File: config.mk
export PLATFORM = sky130hd
export DESIGN_NAME = sig_control_timed
export DESIGN_NICKNAME = d
export VERILOG_FILES = /design/src/rtl/sig_control_timed.sv
export SDC_FILE = /design/constraint.sdc
export NUM_CORES = 1
export LEC_CHECK = 0
export ABC_AREA = 1
export CORE_AREA = 8 8 45 47
export DETAILED_ROUTE_END_ITERATION = 16
export DIE_AREA = 0 0 53 55
export PLACE_DENSITY = 0.67
export SYNTH_ARGS = -nofsm -noshare
export SYNTH_HDL_FRONTEND = slang
export SYNTH_SLANG_ARGS = --single-unit
File: constraint.sdc
create_clock -name clock -period 2.2 [get_ports clock]
set_clock_uncertainty 0.15 [all_clocks]
set_input_delay 0.55 -clock clock [delete_from_list [all_inputs] [get_ports clock]]
set_output_delay 0.55 -clock clock [all_outputs]
set_load 0.03 [all_outputs]
File: src/rtl/sig_control_timed.sv
// Highway/country-road traffic signal controller with a saturating dwell counter
// providing yellow, all-red, highway minimum-green and country maximum-green timing.
module sig_control_timed #(
    parameter int Y2R_CYCLES      = 3,
    parameter int R2G_CYCLES      = 2,
    parameter int HWY_MIN_GREEN   = 8,
    parameter int CNTRY_MAX_GREEN = 16,
    parameter int CNT_W           = 5
) (
    input  logic       clock,
    input  logic       clear,
    input  logic       X,
    input  logic       preempt,
    output logic [1:0] hwy,
    output logic [1:0] cntry,
    output logic [2:0] state
);

    localparam logic [2:0] S0 = 3'd0;
    localparam logic [2:0] S1 = 3'd1;
    localparam logic [2:0] S2 = 3'd2;
    localparam logic [2:0] S3 = 3'd3;
    localparam logic [2:0] S4 = 3'd4;

    localparam logic [1:0] RED    = 2'd0;
    localparam logic [1:0] YELLOW = 2'd1;
    localparam logic [1:0] GREEN  = 2'd2;

    // Last dwell value of each timed interval: dwell counts completed cycles from 0.
    localparam logic [CNT_W-1:0] Y2R_LAST   = CNT_W'(Y2R_CYCLES - 1);
    localparam logic [CNT_W-1:0] R2G_LAST   = CNT_W'(R2G_CYCLES - 1);
    localparam logic [CNT_W-1:0] HMG_LAST   = CNT_W'(HWY_MIN_GREEN - 1);
    localparam logic [CNT_W-1:0] CMG_LAST   = CNT_W'(CNTRY_MAX_GREEN - 1);
    localparam logic [CNT_W-1:0] DWELL_MAX  = {CNT_W{1'b1}};
    localparam logic [CNT_W-1:0] DWELL_ZERO = {CNT_W{1'b0}};
    localparam logic [CNT_W-1:0] DWELL_ONE  = CNT_W'(1);

    logic [2:0]       state_r;
    logic [2:0]       next_state_s;
    logic [CNT_W-1:0] dwell_r;

    // State and dwell registers; dwell restarts on every state change.
    always_ff @(posedge clock or posedge clear) begin
        if (clear) begin
            state_r <= S0;
            dwell_r <= DWELL_ZERO;
        end else begin
            state_r <= next_state_s;
            if (next_state_s != state_r) begin
                dwell_r <= DWELL_ZERO;
            end else if (dwell_r != DWELL_MAX) begin
                dwell_r <= dwell_r + DWELL_ONE;
            end else begin
                dwell_r <= dwell_r;
            end
        end
    end

    // Next-state selection; yellow and all-red always run to completion.
    always_comb begin
        next_state_s = S0;
        case (state_r)
            S0: begin
                if (X && !preempt && (dwell_r >= HMG_LAST)) begin
                    next_state_s = S1;
                end else begin
                    next_state_s = S0;
                end
            end
            S1: begin
                if (dwell_r == Y2R_LAST) begin
                    next_state_s = S2;
                end else begin
                    next_state_s = S1;
                end
            end
            S2: begin
                if (dwell_r == R2G_LAST) begin
                    if (preempt) begin
                        next_state_s = S0;
                    end else begin
                        next_state_s = S3;
                    end
                end else begin
                    next_state_s = S2;
                end
            end
            S3: begin
                if (!X || preempt || (dwell_r == CMG_LAST)) begin
                    next_state_s = S4;
                end else begin
                    next_state_s = S3;
                end
            end
            S4: begin
                if (dwell_r == Y2R_LAST) begin
                    next_state_s = S0;
                end else begin
                    next_state_s = S4;
                end
            end
            default: next_state_s = S0;
        endcase
    end

    // Signal-head decode; an illegal encoding shows red on both roads.
    always_comb begin
        hwy   = RED;
        cntry = RED;
        case (state_r)
            S0: begin
                hwy   = GREEN;
                cntry = RED;
            end
            S1: begin
                hwy   = YELLOW;
                cntry = RED;
            end
            S2: begin
                hwy   = RED;
                cntry = RED;
            end
            S3: begin
                hwy   = RED;
                cntry = GREEN;
            end
            S4: begin
                hwy   = RED;
                cntry = YELLOW;
            end
            default: begin
                hwy   = RED;
                cntry = RED;
            end
        endcase
    end

    assign state = state_r;

endmodule

Word-level counts from Yosys, hierarchy flattened
Index checks and enable logic that the tools add are counted.
{"block": "classes", "reduce_logical": 8, "addsub": 1, "mux": 11, "n_lt_le_gt_ge": 1, "n_eq_ne": 9}
{"op": "$pmux W3 S5", "count": 1}
{"op": "$mux W5", "count": 2}
{"op": "$mux W3", "count": 3}
{"op": "$pmux W2 S2", "count": 2}
{"op": "$eq A3 B2 Y1 const B", "count": 2}
{"op": "$add A5 B1 Y5 const B", "count": 1}
{"op": "$eq A5 B1 Y1 const B", "count": 1}
{"op": "$eq A5 B2 Y1 const B", "count": 1}
{"op": "$eq A5 B4 Y1 const B", "count": 1}
{"op": "$ge A5 B3 Y1 const B", "count": 1}
{"op": "$ne A5 B5 Y1 const B", "count": 1}
{"op": "$mux W2", "count": 2}
{"op": "$eq A3 B1 Y1 const B", "count": 1}
{"op": "$eq A3 B3 Y1 const B", "count": 1}
{"op": "$logic_not A3 Y1", "count": 1}
{"op": "$ne A3 B3 Y1", "count": 1}
{"op": "$logic_and A1 B1 Y1", "count": 2}
{"op": "$logic_not A1 Y1", "count": 2}
{"op": "$logic_or A1 B1 Y1", "count": 2}
{"op": "$reduce_bool A2 Y1", "count": 1}
{"op": "$mux W1", "count": 1}
{"block": "totals", "output_inout_bits": 7, "word_cells": 32, "regBits": 8}

Logic depth before layout (Yosys ltp)
{"block": "depth", "word_depth": 7, "mapped_depth": 12, "mapped_depth_nobuf": 12}

Worst setup path before layout
No wires, ideal clock.
{"block": "synth_timing", "kind": "reg-to-reg", "from": "register state_r[1], in the netlist state[1]", "to": "register dwell_r[4]", "path_stages_with_launch": 9, "n_path_buf": 0, "setup_time_ns": 0.121, "synth_period_minus_slack_ns": 1.870, "path_slack_ns": 0.330, "arrival_time_ns": 1.599, "cell_sequence": "dfrtp_1 -> inv_1 -> nand2_1 -> nor2_1 -> nand3b_1 -> nand3_1 -> nand2_1 -> nand2_2 -> nor2_1"}
{"block": "synth_between", "elab_chain_len": 4, "word_cells_on_any_way": 9, "classes_between": "eq/ne: 5; mux: 2; reduce/logical: 2"}
{"item": "start: declaration", "line": "38", "source": "logic [2:0] state_r;"}
{"item": "start signal: assignment", "line": "48", "source": "state_r <= next_state_s;"}
{"item": "$eq A3 B3 Y1, or another cell as far along", "line": "62", "source": "case (state_r)"}
{"item": "$pmux W3 S5", "line": "62"}
{"item": "$ne A3 B3 Y1 *", "line": "49", "source": "if (next_state_s != state_r) begin"}
{"item": "$mux W5 or $reduce_bool A2 Y1 (tied branches)"}
{"item": "end signal: assignment", "line": "52", "source": "dwell_r <= dwell_r + DWELL_ONE;"}
{"item": "end signal: assignment", "line": "54", "source": "dwell_r <= dwell_r;"}
{"item": "end: declaration", "line": "40", "source": "logic [CNT_W-1:0] dwell_r;"}
Mark *: on every way between the ends. The rest lies on a longest branch, timed or not.
A chain may end at the register's enable or synchronous reset.

Worst setup path after layout
{"block": "layout_timing", "from": "register state_r[0], in the netlist state[0]", "to": "output state[0]"}
{"item": "end: declaration", "line": "16", "source": "output logic [2:0] state"}
No word-level cell between the ends.

==> run metrics <==
crit path time final=just over 2 ns; Synth Register Bits=8; DR vias=between 500 and 600; die footprint=2920 um2; CP top delay family=buffers and inverters; CTS clk-pin slew, worst paths=roughly 0.05 ns; worst reg2reg startpoint=dwell_r[0]; Syn Nets=96; vias in the first global route=566; reg-to-reg endpoint=dwell_r[4]; setup TNS=0 ns; Clk Latency, worst-skew pair=around 0.25 ns; Bufs on Longest Clock Path=2; Leak Pwr=about 0.44 nW; Clk pwr share=0.124; CTS Hold Bufs=0; global-route wire length before repair=2230 um; CP required=roughly 1.5 ns; H-tree levels=1; Root Driver=clkbuf_4; Crit Path Class=reg -> out; total clock sinks=8; hold crit path type=in -> async; critical path arrival=between 1 and 1.5 ns; Synth Instances=a little under 90; Max-cap violations=0; status=complete, no violations; HPWL Detailed=about 1100 um; final hold violations=0; peak supply drop=~0.00066 V; Logic pwr share=0.575; Crit path largest cell delay=~0.7 ns; Final GP Congestion=between 0.9 and 1; max-slew violations=0; Slew HR=0.782; chip height=55 um; switching share of power=0.483; port bufs=10; CTS tree=built; Antenna Cells=0; CP startpoint kind=flop; starting density of the core=0.431; DRC=0; CP Cell Sequence=clkdlybuf4s50_1; commonest non-fill, non-tap cell in the layout=nand2_1; row cnt=14; Yosys top cell area share=0.335; CTS buffer count=3; highest-count cells in the layout ignoring fill and taps=nand2_1 (21), nor2_1 (16), inv_1 (13); layout cell share with drive strength beyond 1=0.147; period utilisation layout=0.941; WL/cell=around 11 um; PD cells=1140 nW/um2; I/O pin count=11; post-route ant nets=0; Pwr Total=863 uW; final net count=~110; pin count of the biggest net entering global routing=9; count of cell types in the netlist=14; filler cell count=152; Slew @ Worst Pin=between 0.3 and 0.4 ns; sequential share of the synthesized area=0.335; Int Pwr=between 400 and 500 uW; Core Area=~1400 um2; Sequential Power Share=0.302; Post-Route WL=~1300 um; GRT Overall Usage=0.104; number of DRC markers in iteration 0=9; top cells by area, synth=dfrtp_1 (34%), nand2_1 (13%), nor2_1 (11%), ha_1 (10%), inv_1 (8.2%); crit end category=primary output; P&R area growth vs syn=26.8%; Fmax achieved=slightly below 0.5 GHz; slowest CP cell=clkdlybuf4s50_1; area leader, netlist=dfrtp_1; Netlist Area Pre-Place=~600 um2; net switching power=about 420 uW; Syn. warnings=0; R2R setup slack=0.23 ns; Worst Path Max Fanout=6; Register-to-Register Path Depth=10; drt first pass iters=6; Worst Path Buf+Inv=1; Die Span X=roughly 53 um; Final Setup Violations=0; average cell area after synthesis=about 7 um2; gr ovfl total=0; initial antenna violation count=0; vias per std cell=approximately 4.8; RSZ-0062 raised after global routing=false
[worst max path at each step]
stage	startpoint	to	slack, ns	cells after the start
after floorplan	state[1]	dwell_r[4]	0.33	8
after global routing	state[1]	hwy[1]	0.0002	4
after CTS	state[2]	state[2]	0.005	2
after global placement	preempt	dwell_r[3]	0.09	11
after detailed placement	state[0]	hwy[1]	0.09	4
final	state[0]	state[0]	0.13	1
[power by group through the flow]
stage | Combinational, mW | Sequential, mW | Clock (mW)
floorplan | 0.326 | 0.279 | 0
global placement | 0.506 | 0.258 | 0
detailed placement | 0.508 | 0.260 | 0
CTS | 0.500 | 0.258 | 0.113
global route | 0.551 | 0.268 | 0.119
finish | 0.496 | 0.260 | 0.107
[logic make-up (layout without fill, tap and decap cells)]
| kind of cell | count (synthesis) | in the layout | synth area share |
|---|---|---|---|
| AO/OA/AOI/OAI | 2 | 2 | 0.0168 |
| flip-flops | 8 | 8 | 0.335 |
| AND/OR/NAND/NOR | 55 | 55 | 0.411 |
| buffers and inverters | 14 | 29 | 0.0880 |
| adder cells (fa/ha/maj) | 5 | 5 | 0.105 |
| XOR/XNOR | 3 | 3 | 0.0440 |
[layout make-up]
type                    instances  area [um2]  share of cell area
clock buffers                   3        22.5              0.0298
inverters                      14        52.6              0.0694
multi-input cells              65         347               0.458
flip-flops and latches          8         201               0.266
well taps                      16        20.0              0.0264
repair buffers                 12         114               0.150
[per-layer routing]
layer | GRT usage | share of wire | vias up
li1 | - | - | 293
met1 | 0.106 | 0.41 | 259
met2 | 0.170 | 0.51 | 10
met3 | 0.0374 | 0.056 | 4
met4 | 0.0819 | 0.020 | 0
met5 | 0 | 0 | -
[sequential cells by signal, summed over array words and instances, names as in the netlist]
| name | cells |
|---|---|
| state | 3 |
| dwell_r | 5 |
[stage by stage]
stage	cells	setup WS, ns	area (um2)	hold WS [ns]	util
floorplan	87	0.330	597	0.216	-
global placement	115	0.0911	732	0.459	0.529
detailed placement	115	0.0897	732	0.468	0.529
CTS	118	0.00493	749	0.390	0.542
global route	118	0.000234	757	0.428	0.547
finish	118	0.129	757	0.390	0.547
[cell usage after synthesis (all sizes together)]
master / n
nand3b: 2
nand3: 8
dfrtp: 8
ha: 5
nand2: 23
inv: 14
nor3: 1
nor2: 21
o21ai: 2
xor2: 3
[what timing repair did]
action	in CTS	in global routing
gates resized for setup	4	4
setup buffers	0	0
cloned	0	0
setup endpoints to repair	4	7
No activity file was read; power rests on OpenSTA's default activity.
